`src/rtl/ifq_pkg.sv`:
```
// ifq_pkg: shared state encoding and default parameters for the instruction fetch queue
package ifq_pkg;
    typedef enum logic [1:0] {IDLE, WAIT, DISCARD} ifq_state_t;
    localparam int          DEF_DEPTH    = 4;
    localparam logic [31:0] DEF_RESET_PC = 32'h0000_3000;
endpackage

```
`src/rtl/ifq_fifo.sv`:
```
// ifq_fifo: synchronous circular FIFO with flush and occupancy count
module ifq_fifo #(
    parameter int DEPTH = 4,
    parameter int W     = 64
) (
    input  logic                   clk,
    input  logic                   rst,
    input  logic                   i_push,
    input  logic [W-1:0]           i_data,
    input  logic                   i_pop,
    input  logic                   i_flush,
    output logic [W-1:0]           o_data,
    output logic [$clog2(DEPTH):0] o_count
);
    localparam int AW = $clog2(DEPTH);
    logic [W-1:0]  r_mem [DEPTH];
    logic [AW-1:0] r_wr;
    logic [AW-1:0] r_rd;
    logic [AW:0]   r_count;
    assign o_data  = r_mem[r_rd];
    assign o_count = r_count;
    // Pointers and occupancy; flush empties the queue ahead of any push or pop
    always_ff @(posedge clk or posedge rst) begin
        if (rst) begin
            r_wr    <= '0;
            r_rd    <= '0;
            r_count <= '0;
        end else if (i_flush) begin
            r_wr    <= '0;
            r_rd    <= '0;
            r_count <= '0;
        end else begin
            if (i_push)
                r_wr <= r_wr + AW'(1);
            if (i_pop)
                r_rd <= r_rd + AW'(1);
            r_count <= r_count + (AW+1)'(i_push) - (AW+1)'(i_pop);
        end
    end
    // Entry storage; left unreset because the count qualifies every read
    always_ff @(posedge clk) begin
        if (i_push && !i_flush)
            r_mem[r_wr] <= i_data;
    end
endmodule

```
`src/rtl/instr_fetch_queue.sv`:
```
// instr_fetch_queue: fetch unit feeding a small instruction queue; define IFQ_BYPASS_EN to hand a response to the core in its arrival cycle
module instr_fetch_queue
    import ifq_pkg::*;
#(
    parameter int          DEPTH    = DEF_DEPTH,
    parameter logic [31:0] RESET_PC = DEF_RESET_PC
) (
    input  logic        clk,
    input  logic        rst,
    output logic        mem_req_valid,
    input  logic        mem_req_ready,
    output logic [31:0] mem_req_addr,
    input  logic        mem_resp_valid,
    input  logic [31:0] mem_resp_data,
    output logic        instr_valid,
    input  logic        instr_ready,
    output logic [31:0] instr,
    output logic [31:0] instr_pc,
    input  logic        redirect,
    input  logic [31:0] redirect_pc
);
    localparam int CW = $clog2(DEPTH) + 1;
    ifq_state_t    r_state;
    ifq_state_t    w_state_nxt;
    logic [31:0]   r_fetch_pc;
    logic [31:0]   r_pend_pc;
    logic [CW-1:0] w_count;
    logic [63:0]   w_head;
    logic          w_req_fire;
    logic          w_resp_ok;
    logic          w_head_valid;
    logic          w_push;
    logic          w_pop;
    assign w_head_valid = w_count != '0;
    assign w_resp_ok    = (r_state == WAIT) && mem_resp_valid && !redirect;
    assign w_pop        = w_head_valid && instr_ready && !redirect;
    assign w_req_fire   = mem_req_valid && mem_req_ready;
    assign mem_req_addr = r_fetch_pc;
`ifdef IFQ_BYPASS_EN
    logic w_bypass;
    assign w_bypass    = w_resp_ok && !w_head_valid;
    assign instr_valid = w_head_valid || w_bypass;
    assign instr       = w_head_valid ? w_head[31:0] : w_bypass ? mem_resp_data : '0;
    assign instr_pc    = w_head_valid ? w_head[63:32] : w_bypass ? r_pend_pc : '0;
    assign w_push      = w_resp_ok && !(w_bypass && instr_ready);
`else
    assign instr_valid = w_head_valid;
    assign instr       = w_head_valid ? w_head[31:0] : '0;
    assign instr_pc    = w_head_valid ? w_head[63:32] : '0;
    assign w_push      = w_resp_ok;
`endif
    // Request only with nothing in flight, no redirect and a free slot; a redirect turns an in-flight fetch stale
    always_comb begin
        w_state_nxt   = r_state;
        mem_req_valid = !rst && (r_state == IDLE) && !redirect && (w_count < CW'(DEPTH));
        case (r_state)
            IDLE:    w_state_nxt = (mem_req_valid && mem_req_ready) ? WAIT : IDLE;
            WAIT:    w_state_nxt = mem_resp_valid ? IDLE : redirect ? DISCARD : WAIT;
            DISCARD: w_state_nxt = mem_resp_valid ? IDLE : DISCARD;
            default: w_state_nxt = IDLE;
        endcase
    end
    // Fetch state, next fetch address and the address of the fetch in flight
    always_ff @(posedge clk or posedge rst) begin
        if (rst) begin
            r_state    <= IDLE;
            r_fetch_pc <= RESET_PC;
            r_pend_pc  <= '0;
        end else begin
            r_state    <= w_state_nxt;
            r_fetch_pc <= redirect ? (redirect_pc & ~32'h3) : w_req_fire ? r_fetch_pc + 32'd4 : r_fetch_pc;
            if (w_req_fire)
                r_pend_pc <= r_fetch_pc;
        end
    end
    ifq_fifo #(.DEPTH(DEPTH), .W(64)) u_fifo (
        .clk     (clk),
        .rst     (rst),
        .i_push  (w_push),
        .i_data  ({r_pend_pc, mem_resp_data}),
        .i_pop   (w_pop),
        .i_flush (redirect),
        .o_data  (w_head),
        .o_count (w_count)
    );
endmodule

```
`config.mk`:
```
export PLATFORM = sky130hd
export DESIGN_NAME = instr_fetch_queue
export DESIGN_NICKNAME = d
export VERILOG_FILES = /design/src/rtl/ifq_pkg.sv /design/src/rtl/ifq_fifo.sv /design/src/rtl/instr_fetch_queue.sv
export SDC_FILE = /design/constraint.sdc
export NUM_CORES = 1
export LEC_CHECK = 0
export CAP_MARGIN = 0
export CORE_MARGIN = 4
export CORE_UTILIZATION = 35
export CTS_CLUSTER_SIZE = 28
export DETAILED_ROUTE_END_ITERATION = 8
export SLEW_MARGIN = 20
export SYNTH_ARGS = -nofsm -noshare
export SYNTH_HDL_FRONTEND = slang
export SYNTH_SLANG_ARGS = --single-unit
```
`constraint.sdc`:
```
create_clock -name clk -period 4.8 [get_ports clk]
set_clock_uncertainty 0.1 [all_clocks]
set_input_delay 0.96 -clock clk [delete_from_list [all_inputs] [get_ports clk]]
set_output_delay 0.96 -clock clk [all_outputs]
set_load 0.01 [all_outputs]
```
==> results_dict.tcl <==
set metrics [dict create \
    synth_seq_cells 317 \
    worstPathRequired_ps 3740 \
    synthDistinctLibCells 48 \
    layout.nets 1031 \
    antenna_found_initial 0 \
    rsz0062_at_grt "no" \
    synth_edf_count 248 \
    ys_seq_area_share_pct 71.59 \
    first_iter_violations 424 \
    rows 69 \
    chipHeight_um 199.4 \
    cts_sinks 317 \
    reg2regPathDepth 11 \
    relSlewSlack_pct 29.56 \
    ctsResizeCount 0 \
    endpoint_kind "primary output" \
    drive_above_1_share_pct 15.00 \
    setup_violations 0 \
    path_clk_slew_ps 60 \
    tightest_slew_ps 1057 \
    top_layer_used "met4" \
    fin_ws_ps 807.0 \
    cts_setup_buffers 0 \
    fillers 3156 \
    max_stage_delay_ps 580 \
    yosysTopAreaCellShare_pct 58.10 \
    period_minus_slack_ps 3993 \
    synth_area_leaders "edfxtp_1 (58%), dfrtp_1 (13%), mux4_2 (11%), nand2_1 (3.8%), and2_1 (3.4%)" \
    fmax_mhz 250.4 \
    cts_tree "yes" \
    netlist_area_um2 12820 \
    grt_overflow 0 \
    grt_pass1_vias 7548 \
    gp_congestion 0.7513 \
    status "finished, final reports clean" \
    met2WireLength_um 13460 \
    num_io_pins 168 \
    post-dp-hpwl_um 16870 \
    final_common_cell "edfxtp_1" \
    pwr-share-clk_pct 33.9 \
    start_util_pct 35.77 \
    final_cell_mix "edfxtp_1 (248), clkdlybuf4s50_1 (160), nand2_1 (131)" \
    grt_max_degree 63 \
    die_x_um 199.4 \
    htree_levels 2 \
    met3_length_um 1764 \
    worstHoldPathCells 0 \
    yosys_warnings 0 \
    reg2reg_to "u_fifo.o_count[2]" \
    syn_area_per_cell_um2 16.33 \
    crit-reg2reg-launch "u_fifo.o_count[2]" \
    syn2layout_area_growth_pct 25.85 \
    min_from "r_pend_pc[28]" \
    synthArstFlopShare_pct 21.77 \
    startpoint_type "flip-flop" \
    power_switching_w 0.002145 \
    postCtsHoldBufs 0 \
    wire_per_inst_um 20.08 \
    core_area_um2 35830 \
    path_max_fanout 28 \
    drc 0 \
    switching_share_pct 26.60 \
    seq_power_share_pct 43.6 \
    clockBufferDepth 3 \
    cts_buffers 35 \
    ant_nets 0 \
    fin_crit_sh_pct 83.19 \
    die_area_um2 39750 \
    arrival_ps 2930 \
    clockRootBuffer "clkbuf_16" \
    pwr-share-comb_pct 22.5 \
    post-place-ws_ps 1138 \
    first_pass_iters 4 \
    routed_wl_um 28950 \
    hold_end "u_fifo.r_mem[1][60]" \
    met1_length_um 13210 \
    r2r_slack_ps 1610 \
    grt_pass1_wl_um 45150 \
    grt_use_total_pct 14.64 \
    synthCells 785 \
    vias 7182 \
    clock_latency_ps 510 \
    ys.flop_type "edfxtp_1" \
    crit_type "flip-flop to primary output" \
    yosysTopAreaCell "edfxtp_1" \
    portBuffers 161 \
    hold_violations 0 \
    cp_cell_sequence "buf_4 > mux4_2 > and2_1 > clkdlybuf4s50_1" \
    drv_cap 0 \
    crit_slowest_cell "dfrtp_4" \
    min_path_type "flip-flop to flip-flop" \
    intPower_w 0.005919 \
    tns_ps 0 \
    vias_per_cell 4.981 \
    drv_slew 0 \
    p_leak_nw 5.606 \
    ir_drop_v 0.0001735 \
    powerDensity_nw_per_um2 499.9 \
]
-- per-layer routing --
layer	vias to the layer above	track usage (%)
met5	-	0
met4	0	3.170
met3	37	3.406
met2	173	23.29
met1	3673	20.83
li1	3299	-
-- area by class of cell --
type                            count  area [um2]  share of cell area [%]
Clock inverter                     16       205.2                   1.272
Timing Repair Buffer              173        1717                   10.64
Sequential cell                   317        9184                   56.93
Antenna cell                        1       2.502                 0.01551
Tap cell                          461       576.8                   3.576
Multi-Input combinational cell    419        3432                   21.28
Clock buffer                       48       987.2                   6.120
Inverter                            7       26.28                  0.1629
-- sequential cells by signal (all words and copies together), names as in the netlist --
register and cells:
mem_req_addr 30, r_pend_pc 30, r_state 2, u_fifo.o_count 3
u_fifo.r_mem 248, u_fifo.r_rd 2, u_fifo.r_wr 2
-- synthesized netlist by cell type, types with 6 or more instances --
cell type and instances:
xor2_1 8, clkbuf_1 23, buf_2 16, o21ai_0 15, nor2b_1 7, nand2_1 131
and2_1 69, nand4_1 8, o211ai_1 9, inv_1 7, nor2_1 19, nand3_1 16
ha_1 7, dfrtp_1 67, o21ai_1 7, edfxtp_1 248, nand3b_1 6, mux4_2 62
-- kinds of logic (layout without fill, tap and decap cells) --
family	Yosys count	after routing	synth area share, %
compound gates	51	51	2.577
flops	317	317	71.59
xor+xnor	11	11	0.7517
buf+inv	52	244	1.884
fa+ha+maj	8	8	0.8395
simple gates	280	280	11.18
other cells	1	5	0.02926
mux	65	65	11.15
-- critical path, delay by kind of cell (launching register included) --
kind	cells	cell delay [ps]
buf+inv	2	1060
flops	1	580
mux	1	580
simple gates	1	170
-- worst max-delay path by stage --
stage                           start                  to
CTS                    u_fifo.r_rd[0]            instr[9]
floorplan                    redirect  u_fifo.r_mem[0][0]
detailed placement                rst    mem_req_addr[16]
finish                 u_fifo.r_rd[0]            instr[9]
global placement                  rst    mem_req_addr[16]
global route        u_fifo.o_count[2]           instr[12]
-- power by group through the flow --
stage / sequential [W] / combinational, W / clock [W]
finish: 0.00352 / 0.00181 / 0.00274
detailed placement: 0.00358 / 0.00186 / 0
floorplan: 0.00348 / 0.000982 / 0
global placement: 0.00356 / 0.00185 / 0
CTS: 0.00352 / 0.00187 / 0.00282
global route: 0.00356 / 0.00199 / 0.00295
-- stage by stage --
step           instances  utilization, %  total power [W]  hold WS (ps)  instance area [um2]
5_1_grt             1441           45.01         0.008500         422.9                16130
3_3_place_gp        1376           41.60         0.005413         393.8                14910
2_1_floorplan        788               -         0.004458         375.8                12830
6_report            1442           45.02         0.008063         407.5                16130
3_5_place_dp        1376           41.61         0.005434         399.2                14910
4_1_cts             1440           44.94         0.008210         409.1                16100
No activity file was read; power rests on OpenSTA's default activity.
